$ cat config.mk
export PLATFORM = sky130hd
export DESIGN_NAME = sc_level_sequencer
export DESIGN_NICKNAME = d
export VERILOG_FILES = /design/src/rtl/sc_level_pkg.sv /design/src/rtl/sc_level_progress_counter.sv /design/src/rtl/sc_level_sequencer.sv
export SDC_FILE = /design/constraint.sdc
export NUM_CORES = 1
export LEC_CHECK = 0
export CORE_AREA = 2 2 39 41
export CTS_CLUSTER_SIZE = 12
export DETAILED_ROUTE_END_ITERATION = 12
export DIE_AREA = 0 0 41 43
export DONT_BUFFER_PORTS = 1
export GPL_ROUTABILITY_DRIVEN = 0
export GPL_TIMING_DRIVEN = 0
export PLACE_DENSITY = 0.65
export SLEW_MARGIN = 15
export SYNTH_ARGS = -nofsm -noshare
export SYNTH_HDL_FRONTEND = slang
export SYNTH_HIERARCHICAL = 1
export SYNTH_SLANG_ARGS = --single-unit
$ cat constraint.sdc
create_clock -name SC_LEVEL_SEQUENCER_CLOCK_50 -period 4.6 [get_ports SC_LEVEL_SEQUENCER_CLOCK_50]
set_clock_uncertainty 0.15 [all_clocks]
set_input_delay 0.46 -clock SC_LEVEL_SEQUENCER_CLOCK_50 [delete_from_list [all_inputs] [get_ports SC_LEVEL_SEQUENCER_CLOCK_50]]
set_output_delay 0.46 -clock SC_LEVEL_SEQUENCER_CLOCK_50 [all_outputs]
set_load 0.01 [all_outputs]
$ cat src/rtl/sc_level_pkg.sv
// Shared definitions for the level sequencer: default parameter values,
// state encoding and a legality helper for the state register.
package sc_level_pkg;

   localparam int NUM_LEVELS_DEF         = 3;
   localparam int LEVEL_DATAWIDTH_DEF    = 3;
   localparam int PROGRESS_DATAWIDTH_DEF = 5;
   localparam int GOAL_COUNT_DEF         = 5;
   localparam int LIVES_INIT_DEF         = 3;
   localparam int LIVES_WIDTH            = 3;

   typedef enum logic [2:0] {
      ST_IDLE       = 3'd0,
      ST_PLAYING    = 3'd1,
      ST_LEVEL_DONE = 3'd2,
      ST_WIN        = 3'd3,
      ST_GAMEOVER   = 3'd4
   } levelStateT;

   // True for the five defined encodings; anything else is a corrupted register.
   function automatic logic isLegalState(input levelStateT st);
      return (st == ST_IDLE) || (st == ST_PLAYING) || (st == ST_LEVEL_DONE) ||
             (st == ST_WIN)  || (st == ST_GAMEOVER);
   endfunction

endpackage

$ cat src/rtl/sc_level_progress_counter.sv
// Per-level goal counter: synchronous clear, increment, saturation at GOAL.
// The done flag marks the increment that completes the level, so the
// sequencer can move on in the same cycle the last goal arrives.
module sc_level_progress_counter
   import sc_level_pkg::*;
#(
   parameter int WIDTH = PROGRESS_DATAWIDTH_DEF,
   parameter int GOAL  = GOAL_COUNT_DEF
)(
   input  logic             clk,
   input  logic             rst,
   input  logic             clear,
   input  logic             increment,
   output logic [WIDTH-1:0] count,
   output logic             done
);

   localparam logic [WIDTH-1:0] GOAL_V = WIDTH'(GOAL);

   // Count goals; clear wins over increment, and the count never passes GOAL.
   always_ff @(posedge clk or posedge rst) begin
      if (rst)
         count <= '0;
      else if (clear)
         count <= '0;
      else if (increment && (count != GOAL_V))
         count <= count + 1'b1;
   end

   assign done = increment && (count == GOAL_V - 1'b1);

endmodule

$ cat src/rtl/sc_level_sequencer.sv
// Level sequencer for the frog game: start press, per-level goal tracking,
// level advance, win / game-over hold and restart.
// Optional lives feature: define SC_LEVEL_SEQUENCER_LIVES_EN to add the lives
// counter, the Lives_Out port and death handling.
module sc_level_sequencer
   import sc_level_pkg::*;
#(
   parameter int NUM_LEVELS         = NUM_LEVELS_DEF,
   parameter int LEVEL_DATAWIDTH    = LEVEL_DATAWIDTH_DEF,
   parameter int PROGRESS_DATAWIDTH = PROGRESS_DATAWIDTH_DEF,
   parameter int GOAL_COUNT         = GOAL_COUNT_DEF,
   parameter int LIVES_INIT         = LIVES_INIT_DEF
)(
   input  logic                          SC_LEVEL_SEQUENCER_CLOCK_50,
   input  logic                          SC_LEVEL_SEQUENCER_RESET_InHigh,
   input  logic                          SC_LEVEL_SEQUENCER_StartSignal_InLow,
   input  logic                          SC_LEVEL_SEQUENCER_GoalReached_InHigh,
   input  logic                          SC_LEVEL_SEQUENCER_Death_InHigh,
   output logic [LEVEL_DATAWIDTH-1:0]    SC_LEVEL_SEQUENCER_CurrentLevel_Out,
   output logic [PROGRESS_DATAWIDTH-1:0] SC_LEVEL_SEQUENCER_LvlProgressCount_Out,
   output logic                          SC_LEVEL_SEQUENCER_StartCount_Out,
   output logic                          SC_LEVEL_SEQUENCER_LevelFinished_Out,
   output logic                          SC_LEVEL_SEQUENCER_FinishedGame_Out,
   output logic                          SC_LEVEL_SEQUENCER_GameWon_Out
`ifdef SC_LEVEL_SEQUENCER_LIVES_EN
   ,
   output logic [LIVES_WIDTH-1:0]        SC_LEVEL_SEQUENCER_Lives_Out
`endif
);

   logic clk, rst, startN, goal, death;
   assign clk    = SC_LEVEL_SEQUENCER_CLOCK_50;
   assign rst    = SC_LEVEL_SEQUENCER_RESET_InHigh;
   assign startN = SC_LEVEL_SEQUENCER_StartSignal_InLow;
   assign goal   = SC_LEVEL_SEQUENCER_GoalReached_InHigh;
   assign death  = SC_LEVEL_SEQUENCER_Death_InHigh;

   levelStateT                  stateReg, stateNext;
   logic                        prevStart, press;
   logic [LEVEL_DATAWIDTH-1:0]  levelReg;
   logic                        lastLevel, stateLegal, finishedState;
   logic                        progClear, progInc, progDone;
   logic [PROGRESS_DATAWIDTH-1:0] progCount;

   // Press = falling edge of the active-low button; resetting prevStart high
   // means a button already low when reset releases counts as one press.
   assign press         = prevStart & ~startN;
   assign lastLevel     = (levelReg == LEVEL_DATAWIDTH'(NUM_LEVELS));
   assign stateLegal    = isLegalState(stateReg);
   assign finishedState = (stateReg == ST_WIN) || (stateReg == ST_GAMEOVER);

   // Remember last button level for edge detection.
   always_ff @(posedge clk or posedge rst) begin
      if (rst) prevStart <= 1'b1;
      else     prevStart <= startN;
   end

`ifdef SC_LEVEL_SEQUENCER_LIVES_EN
   logic [LIVES_WIDTH-1:0] livesReg;

   // Lives: refilled on game start, one lost per death in play (goal wins ties).
   always_ff @(posedge clk or posedge rst) begin
      if (rst)
         livesReg <= LIVES_WIDTH'(LIVES_INIT);
      else if ((stateReg == ST_IDLE) && press)
         livesReg <= LIVES_WIDTH'(LIVES_INIT);
      else if ((stateReg == ST_PLAYING) && death && !goal && (livesReg != '0))
         livesReg <= livesReg - 1'b1;
   end

   assign SC_LEVEL_SEQUENCER_Lives_Out = livesReg;
`else
   // Without lives, death has no effect and the initial-lives setting is moot.
   logic unusedCfg;
   assign unusedCfg = death | (LIVES_INIT != 0);
`endif

   // State register.
   always_ff @(posedge clk or posedge rst) begin
      if (rst) stateReg <= ST_IDLE;
      else     stateReg <= stateNext;
   end

   // Next-state decode; a goal completing the level beats a same-cycle death.
   always_comb begin
      stateNext = stateReg;
      case (stateReg)
         ST_IDLE:       if (press) stateNext = ST_PLAYING;
         ST_PLAYING: begin
            if (progDone)
               stateNext = ST_LEVEL_DONE;
`ifdef SC_LEVEL_SEQUENCER_LIVES_EN
            else if (death && !goal && (livesReg == LIVES_WIDTH'(1)))
               stateNext = ST_GAMEOVER;
`endif
         end
         ST_LEVEL_DONE: stateNext = lastLevel ? ST_WIN : ST_PLAYING;
         ST_WIN,
         ST_GAMEOVER:   if (press) stateNext = ST_IDLE;
         default:       stateNext = ST_IDLE;
      endcase
   end

   // Level number: 1 on start, +1 per finished level, 0 on return to idle.
   always_ff @(posedge clk or posedge rst) begin
      if (rst)
         levelReg <= '0;
      else if (!stateLegal)
         levelReg <= '0;
      else if ((stateReg == ST_IDLE) && press)
         levelReg <= LEVEL_DATAWIDTH'(1);
      else if ((stateReg == ST_LEVEL_DONE) && !lastLevel)
         levelReg <= levelReg + 1'b1;
      else if (finishedState && press)
         levelReg <= '0;
   end

   // Progress is held at zero in idle, restarted for each new level, and
   // left frozen at the goal value once the final level is done.
   assign progClear = (stateReg == ST_IDLE) || !stateLegal ||
                      ((stateReg == ST_LEVEL_DONE) && !lastLevel) ||
                      (finishedState && press);
   assign progInc   = (stateReg == ST_PLAYING) && goal;

   sc_level_progress_counter #(
      .WIDTH (PROGRESS_DATAWIDTH),
      .GOAL  (GOAL_COUNT)
   ) uProgress (
      .clk       (clk),
      .rst       (rst),
      .clear     (progClear),
      .increment (progInc),
      .count     (progCount),
      .done      (progDone)
   );

   // Moore outputs decoded from registered state and counters.
   always_comb begin
      SC_LEVEL_SEQUENCER_CurrentLevel_Out     = levelReg;
      SC_LEVEL_SEQUENCER_LvlProgressCount_Out = progCount;
      SC_LEVEL_SEQUENCER_StartCount_Out       = (stateReg == ST_PLAYING);
      SC_LEVEL_SEQUENCER_LevelFinished_Out    = (stateReg == ST_LEVEL_DONE);
      SC_LEVEL_SEQUENCER_FinishedGame_Out     = finishedState;
      SC_LEVEL_SEQUENCER_GameWon_Out          = (stateReg == ST_WIN);
   end

endmodule

# Word-level counts from Yosys, hierarchy flattened
# Cells that the tools add are included.
# classes
n_reduce_logical	20
eq_ne	11
shifts	0
n_addsub	2
n_bitwise	2
n_mux	11
n_mul	0
magnitude_cmp	0
div_mod_pow	0
# ops
cell	count
two-way mux 3 bit	7
one-hot mux 3 bit (4 select lines)	1
two-way mux 5 bit	2
== test 3 x 2 -> 1 bit, second input constant	3
logical OR 1 bit	8
logical AND 1 bit	6
adder 5 x 1 -> 5 bit, second input constant	1
== test 5 x 3 -> 1 bit, second input constant	1
inequality test 5 x 3 -> 1 bit, second input constant	1
inequality test 2 bit, second input constant	2
inequality test 4 x 1 -> 1 bit, second input constant	1
adder 3 x 1 -> 3 bit, second input constant	1
== test 3 x 1 -> 1 bit, second input constant	1
== test 3 bit, second input constant	1
logical NOT 3 bit	1
AND reduction 3 bit	1
logical NOT 1 bit	2
two-way mux 2 bit	1
inequality test 2 x 1 -> 1 bit, second input constant	1
nonzero test 2 bit	1
OR reduction 2 bit	1
bitwise AND 1 bit	1
NOT 1 bit	1
# totals
latch_bits	0
mem_count	0
ff_bits	12
romBits	0
ramBits	0
out_inout_bits	12

# Logic depth before layout (Yosys ltp)
# Gate-level depths: netlist of run 1.
# logic_depth
word_depth	10
mapped_depth	7
ltp_nobuf	6

# Modules after synthesis
# The synthesis of run 1 kept the hierarchy.
# by_module_without_submodules
mod	n_inst	area_per_inst_um2	cells_each
sc_level_sequencer	1	387.9	38
sc_level_progress_counter	1	321.6	32

# Worst setup path after synthesis of run 1
# No wires, ideal clock.
# synth_path
path_type	register to register
start	reg levelReg[0] (netlist: SC_LEVEL_SEQUENCER_CurrentLevel_Out[0])
end	reg uProgress.count[0]
setup_time_ns	0.125
n_path_buf	0
t_arrival_ns	1.566
slack_ns	2.759
stages_incl_launch_ff	6
cell_sequence	dfrtp_1 -> ha_1 -> ha_1 -> a22oi_1 -> nor2_1 -> mux2_4
# synth_between
elab_chain_cells	6
# synth_lines
item	line	source
start, declared	sc_level_sequencer.sv:40	logic [LEVEL_DATAWIDTH-1:0] levelReg;
start signal, assigned	sc_level_sequencer.sv:113	levelReg <= levelReg + 1'b1;
== test 3 x 2 -> 1 bit *	sc_level_sequencer.sv:48	assign lastLevel = (levelReg == LEVEL_DATAWIDTH'(NUM_LEVELS));
logical NOT 1 bit *	sc_level_sequencer.sv:121	((stateReg == ST_LEVEL_DONE) && !lastLevel) ||
logical AND 1 bit *	sc_level_sequencer.sv:121	
logical OR 1 bit *	sc_level_sequencer.sv:120	assign progClear = (stateReg == ST_IDLE) || !stateLegal ||
logical OR 1 bit *	sc_level_sequencer.sv:121	
net progClear	sc_level_sequencer.sv:42	logic progClear, progInc, progDone;
two-way mux 5 bit / nonzero test 2 bit (equally long branches)	--	
end signal, assigned	sc_level_progress_counter.sv:27	count <= count + 1'b1;
end, declared	sc_level_progress_counter.sv:14	output logic [WIDTH-1:0] count,
# Mark *: on every way through the listed nets, which the timed path passes. The rest lies on a longest branch.
# A chain may end at the register's enable or synchronous reset.

# Final worst setup path of run 1
# Same ends and word-level chain as after synthesis.

==> results.json, run 1 <==
{
  "slew-limit-headroom": 0.631,
  "die_area_mm2": 0.00176,
  "cts_buffer_depth": 2,
  "power_density_mw_per_mm2": 441,
  "fin_crit_ns": 2.07,
  "reg2reg_depth": 5,
  "total_power_uw": 337,
  "cp-start-kind": "flop",
  "cp_num_cells": 5,
  "hold_viol": 0,
  "p_leak_nw": 0.340,
  "peakVddDrop_mv": 0.174,
  "rsz0062_at_grt": "no",
  "clockPowerShare": 0.198,
  "switching_power_uw": 124,
  "drv_cap": 0,
  "clkSinkCount": 11,
  "fin_ws_ns": 2.53,
  "num_rows": 14,
  "crit_top_cell": "ha_1",
  "min_path_type": "primary input to flop",
  "synth-edff-count": 0,
  "crit_fanout": 7,
  "placed_cells": 86,
  "cts_tree": "done",
  "syn-num-nets": 80,
  "ios": 17,
  "tightest_slew_ns": 0.553,
  "grt_pass1_vias": 504,
  "worstPathArrival_ns": 2.08,
  "hold_path_depth": 0,
  "postSynthAreaPerCell_um2": 10.1,
  "n_fill_cell": 129,
  "cts_buffers": 3,
  "first_pass_iters": 4,
  "critical_path_buf_inv_count": 0,
  "p_int_uw": 214,
  "drive_gt1_frac": 0.200,
  "antenna_found_initial": 0,
  "grt_overflow": 0,
  "synth_seq_cells": 11,
  "grtUsageTotal": 0.171,
  "clkTransAtPathRegs_ns": 0.07,
  "grt_pass1_wl_um": 2060,
  "design.final.nets": 86,
  "clk_latency_ns": 0.26,
  "syn_to_final_growth_pct": 7.94,
  "grt_max_degree": 10,
  "vias": 516,
  "setup_viol": 0,
  "place_ws_ns": 2.52,
  "async_flop_share": 1.00,
  "max_freq_mhz": 483,
  "r2r_setup_slack_ns": 2.53,
  "dp_hpwl_um": 992,
  "totalWireLength_um": 1310,
  "die_h_um": 43,
  "crit_slowest_cell": "a22oi_1",
  "combPwrFrac": 0.377,
  "die_w_um": 41,
  "required_ns": 4.61,
  "cts_setup_buffers": 0,
  "status": "finished clean",
  "netlist-cell-type-count": 34,
  "synth_ff_type": "dfrtp_1",
  "antennaDiodeCount": 0,
  "crit_chain": "ha_1 -> ha_1 -> a22oi_1 -> nor2_1 -> mux2_4",
  "wl_per_cell_um": 14.4,
  "drc": 0,
  "yosys_warnings": 6,
  "multi_input_area_um2": 388,
  "critPathTopFamily": "compound AO/OA/AOI/OAI gates",
  "syn_inst": 70,
  "seq_area_frac_synth": 0.390,
  "critPathKind": "flop to flop",
  "core_area_mm2": 0.00138,
  "critPathCaptureType": "flop",
  "io_buffers": 0,
  "dr.first_iter.drc_count": 18,
  "netlist_area_um2": 709,
  "seq_area_um2": 277,
  "htreeDepth": 1,
  "fin_tns_setup_ns": 0,
  "root_buffer": "clkbuf_4",
  "initial_core_util": 0.513,
  "viasPerCell": 5.67,
  "final_cell_count_no_fill": 91,
  "p_seq_frac": 0.424,
  "ant_nets": 0,
  "power_switching_share": 0.367,
  "slew_violations": 0,
  "cp_slowest_stage_delay_ns": 0.50,
  "final.period_utilization": 0.450
}
-- flip-flops by register name, indices dropped and copies added (netlist names) --
| register | count |
|---|---|
| SC_LEVEL_SEQUENCER_CurrentLevel_Out | 3 |
| uProgress/count | 5 |
| prevStart | 1 |
| stateReg | 2 |
-- final timing paths --
kind | from | endpoint
worst max-delay path | SC_LEVEL_SEQUENCER_CurrentLevel_Out[0] | uProgress/count[0]
worst min-delay path | SC_LEVEL_SEQUENCER_StartSignal_InLow | prevStart
worst max register to register | SC_LEVEL_SEQUENCER_CurrentLevel_Out[0] | uProgress/count[0]
worst min register to register | stateReg[0] | SC_LEVEL_SEQUENCER_CurrentLevel_Out[0]
max in group asynchronous | SC_LEVEL_SEQUENCER_RESET_InHigh | prevStart
min in group asynchronous | SC_LEVEL_SEQUENCER_RESET_InHigh | uProgress/count[3]
-- kinds of logic (layout without fill, tap and decap cells) --
logic type / Yosys count / in the layout / synth area share
AOI/OAI and AO/OA: 10 / 10 / 0.0952
and+or+nand+nor: 28 / 28 / 0.256
muxes: 5 / 5 / 0.0794
buffers and inverters: 9 / 14 / 0.0635
xor gates and xnor gates: 1 / 1 / 0.0123
DFF: 11 / 11 / 0.390
adders and majority gates: 6 / 6 / 0.104
-- cell usage in the layout, fill, tap and decap left out, drive strengths merged --
cell type,netlist,final
buf,2,2
o21ai,2,2
nand4,2,2
a22oi,1,1
o221ai,1,1
mux2,2,2
nand3,1,1
nor2b,2,2
clkbuf,0,4
or3b,1,1
nand2b,4,4
mux2i,3,3
dfstp,1,1
or3,1,1
dlygate4sd3,0,1
xor2,1,1
and2,2,2
and2b,1,1
a21oi,3,3
maj3,1,1
inv,7,7
nor4bb,1,1
nand2,5,5
a211oi,1,1
nor2,5,5
dfrtp,10,10
ha,5,5
nor4b,1,1
a22o,2,2
nor3,2,2
-- cell usage after synthesis, types with 2 or more instances --
master,n,share of area
dfrtp_1,10,0.35
inv_1,6,0.032
ha_1,5,0.088
nand2_1,5,0.026
nor2_1,5,0.026
a21oi_1,3,0.021
mux2i_1,3,0.042
nand2b_1,3,0.026
nand4_1,2,0.018
nor2b_1,2,0.018
nor3_1,2,0.014
o21ai_0,2,0.014
-- through the flow --
stage / cell area (um^2) / utilization / hold WS [ns]
after floorplan: 709 / - / 0.0885
after global placement: 729 / 0.527 / 0.116
after detailed placement: 729 / 0.527 / 0.118
after CTS: 766 / 0.553 / 0.0305
after global routing: 766 / 0.553 / 0.0256
final: 766 / 0.553 / 0.0362
-- repair_timing --
item	4_1_cts	5_1_grt
resized for setup	0	0
hold buffers	1	0
endpoints found under the hold margin	10	0
-- power groups by stage --
stage	logic, mW	clock network [mW]	registers, mW
final	0.127	0.0669	0.143
after global routing	0.141	0.0708	0.146
after CTS	0.129	0.0671	0.144
after detailed placement	0.128	0	0.145
after global placement	0.124	0	0.145
after floorplan	0.108	0	0.139
-- routing by layer --
layer  vias up  part of all wire  global-route usage
met5         -                 0                   0
met4         0            0.0046              0.0800
met3         2             0.043              0.0366
met2        14              0.53               0.284
met1       250              0.43               0.196
li1        250                 -                   -
-- area by class of cell --
type | count | area share
buffer | 2 | 0.0245
multi-input combinational | 50 | 0.507
timing repair buffer | 1 | 0.0131
sequential | 11 | 0.361
tap | 16 | 0.0261
clock buffer | 4 | 0.0343
inverter | 7 | 0.0343
No activity file was read; power rests on OpenSTA's default activity.
==> inputs of run 2 (changes only) <==
--- a/config.mk
+++ b/config.mk
@@ -5,14 +5,14 @@
 export SDC_FILE = /design/constraint.sdc
 export NUM_CORES = 1
 export LEC_CHECK = 0
-export CORE_AREA = 2 2 39 41
+export CORE_MARGIN = 2
+export CORE_UTILIZATION = 53
 export CTS_CLUSTER_SIZE = 12
 export DETAILED_ROUTE_END_ITERATION = 12
-export DIE_AREA = 0 0 41 43
 export DONT_BUFFER_PORTS = 1
 export GPL_ROUTABILITY_DRIVEN = 0
 export GPL_TIMING_DRIVEN = 0
-export PLACE_DENSITY = 0.65
+export PLACE_DENSITY = 0.68
 export SLEW_MARGIN = 15
 export SYNTH_ARGS = -nofsm -noshare
 export SYNTH_HDL_FRONTEND = slang
==> constraint.sdc (replaced) <==
create_clock -name SC_LEVEL_SEQUENCER_CLOCK_50 -period 1.9 [get_ports SC_LEVEL_SEQUENCER_CLOCK_50]
set_clock_uncertainty 0.15 [all_clocks]
set_input_delay 0.19 -clock SC_LEVEL_SEQUENCER_CLOCK_50 [delete_from_list [all_inputs] [get_ports SC_LEVEL_SEQUENCER_CLOCK_50]]
set_output_delay 0.19 -clock SC_LEVEL_SEQUENCER_CLOCK_50 [all_outputs]
set_load 0.01 [all_outputs]
==> run 2 against run 1 <==
Clock-buffer cell count stayed put. Combinational power rose to 2.8 times the previous value. Design area is 5.4% higher. Non-clock buffer count rose by 2. Final cell count increased by 1.1%. Worst hold slack got worse by 0.0021 ns. Clock power grew to 2.5 times the previous value. First-iteration DRC count up 22%. Sequential share of layout area shrank 1.5 points. Largest power group is now combinational logic. Highest routed layer unchanged.
==> results.json, run 2 (synthesis gave the netlist of run 1 again) <==
{
  "reg2reg_depth": 5,
  "drive_gt1_frac": 0.312,
  "setup_viol": 0,
  "crit_fanout": 6,
  "n_fill_cell": 108,
  "status": "finished clean",
  "worstPathArrival_ns": 1.79,
  "p_leak_nw": 0.350,
  "fin_crit_ns": 1.77,
  "num_rows": 13,
  "core_area_mm2": 0.00127,
  "min_path_type": "primary input to flop",
  "clkSinkCount": 11,
  "ant_nets": 0,
  "critical_path_buf_inv_count": 0,
  "rsz0062_at_grt": "no",
  "slew_violations": 0,
  "required_ns": 1.92,
  "critPathKind": "flop to flop",
  "antenna_found_initial": 0,
  "fin_ws_ns": 0.125,
  "slew-limit-headroom": 0.705,
  "cts_buffer_depth": 2,
  "peakVddDrop_mv": 0.561,
  "cts_tree": "done",
  "largest_reg_flops": 5,
  "final.period_utilization": 0.934,
  "io_buffers": 0,
  "cp_slowest_stage_delay_ns": 0.46,
  "antennaDiodeCount": 0,
  "crit_chain": "ha_1 -> ha_2 -> a22oi_2 -> nor2_1 -> mux2_4",
  "drc": 0,
  "clk_latency_ns": 0.28,
  "hold_viol": 0,
  "final_core_util": 0.636,
  "root_buffer": "clkbuf_4",
  "cp_num_cells": 5,
  "grt_pass1_wl_um": 2150,
  "tightest_slew_ns": 0.440,
  "wl_per_cell_um": 15.6,
  "clkTransAtPathRegs_ns": 0.07,
  "grt_pass1_vias": 461,
  "cp-start-kind": "flop",
  "design.final.nets": 88,
  "die_area_mm2": 0.00165,
  "first_pass_iters": 4,
  "totalWireLength_um": 1430,
  "ios": 17,
  "regMostFlops": "uProgress/count",
  "htreeDepth": 1,
  "grtUsageTotal": 0.213,
  "place_ws_ns": -0.186,
  "critPathTopFamily": "flip-flops",
  "dr.first_iter.drc_count": 22,
  "critPathCaptureType": "flop",
  "final_cell_mix": "dfrtp_1, inv_1, nand2_1, nor2_1, ha_1",
  "initial_core_util": 0.559,
  "vias": 535,
  "cts_buffers": 3,
  "grt_max_degree": 10,
  "dp_hpwl_um": 1020,
  "die_w_um": 40.6,
  "die_h_um": 40.6,
  "viasPerCell": 5.82,
  "hold_ws_ns": 0.0342,
  "drv_cap": 0,
  "grt_overflow": 0,
  "final_common_cell": "dfrtp_1",
  "fin_tns_setup_ns": 0,
  "hold_path_depth": 3,
  "syn_to_final_growth_pct": 13.8,
  "max_freq_mhz": 563,
  "crit_slowest_cell": "dfrtp_2",
  "power_density_mw_per_mm2": 1080
}
run 2: final timing paths:
path | startpoint | endpoint | slack [ns]
worst max-delay path | SC_LEVEL_SEQUENCER_CurrentLevel_Out[0] | uProgress/count[0] | 0.13
max in group asynchronous | SC_LEVEL_SEQUENCER_RESET_InHigh | prevStart | 1.21
worst min-delay path | SC_LEVEL_SEQUENCER_StartSignal_InLow | stateReg[0] | 0.03
worst min register to register | stateReg[1] | stateReg[0] | 0.42
min in group asynchronous | SC_LEVEL_SEQUENCER_RESET_InHigh | uProgress/count[1] | 0.13
worst max register to register | SC_LEVEL_SEQUENCER_CurrentLevel_Out[0] | uProgress/count[0] | 0.13
run 2: repair_timing:
action                                  CTS  global route
pin swaps                                 0             1
hold buffers                              2             0
gates resized for setup                   2             7
setup buffers                             0             1
endpoints found under the hold margin    12             0
endpoints found under the setup margin    3             5
run 2: power by group:
part / switching (mW) / leakage (nW) / internal, mW
Clock: 0.0886 / 0.0150 / 0.0816
Combinational: 0.165 / 0.194 / 0.185
Sequential: 0.0689 / 0.141 / 0.279
Total: 0.322 / 0.350 / 0.546
run 2: layout make-up:
| type | instances | area, um^2 | area share |
|---|---|---|---|
| Buffer | 2 | 18.8 | 0.0233 |
| Timing Repair Buffer | 3 | 27.5 | 0.0341 |
| Sequential cell | 11 | 279 | 0.346 |
| Multi-Input combinational cell | 50 | 410 | 0.509 |
| Inverter | 7 | 26.3 | 0.0326 |
| Clock buffer | 4 | 26.3 | 0.0326 |
| Tap cell | 15 | 18.8 | 0.0233 |
run 2: worst min-delay path, cell delays in order:
cell	delay, ns
nand2b_4	0.12
nand2_1	0.05
o221ai_1	0.06
run 2: per-layer routing:
metal  routed length, um  share of wire  vias up  GRT usage
met5                   0              0        -          0
met4                  38          0.027        0      0.125
met3                  76          0.053        6     0.0667
met2                 648           0.45       18      0.302
met1                 667           0.47      256      0.283
li1                    -              -      255          -
run 2: stage by stage:
stage / cell area, um^2 / std cells / power [mW]
after floorplan: 709 / 70 / 0.599
after global placement: 728 / 85 / 0.648
after detailed placement: 728 / 85 / 0.659
after CTS: 786 / 91 / 0.839
after global routing: 807 / 92 / 0.925
final: 807 / 92 / 0.868
==> inputs of run 3 (changes only) <==
--- a/config.mk
+++ b/config.mk
@@ -5,6 +5,7 @@
 export SDC_FILE = /design/constraint.sdc
 export NUM_CORES = 1
 export LEC_CHECK = 0
+export CAP_MARGIN = 20
 export CORE_MARGIN = 2
 export CORE_UTILIZATION = 53
 export CTS_CLUSTER_SIZE = 12
==> results of run 3 <==
Same layout as run 2: the final DEF is identical, and so are final timing and power.
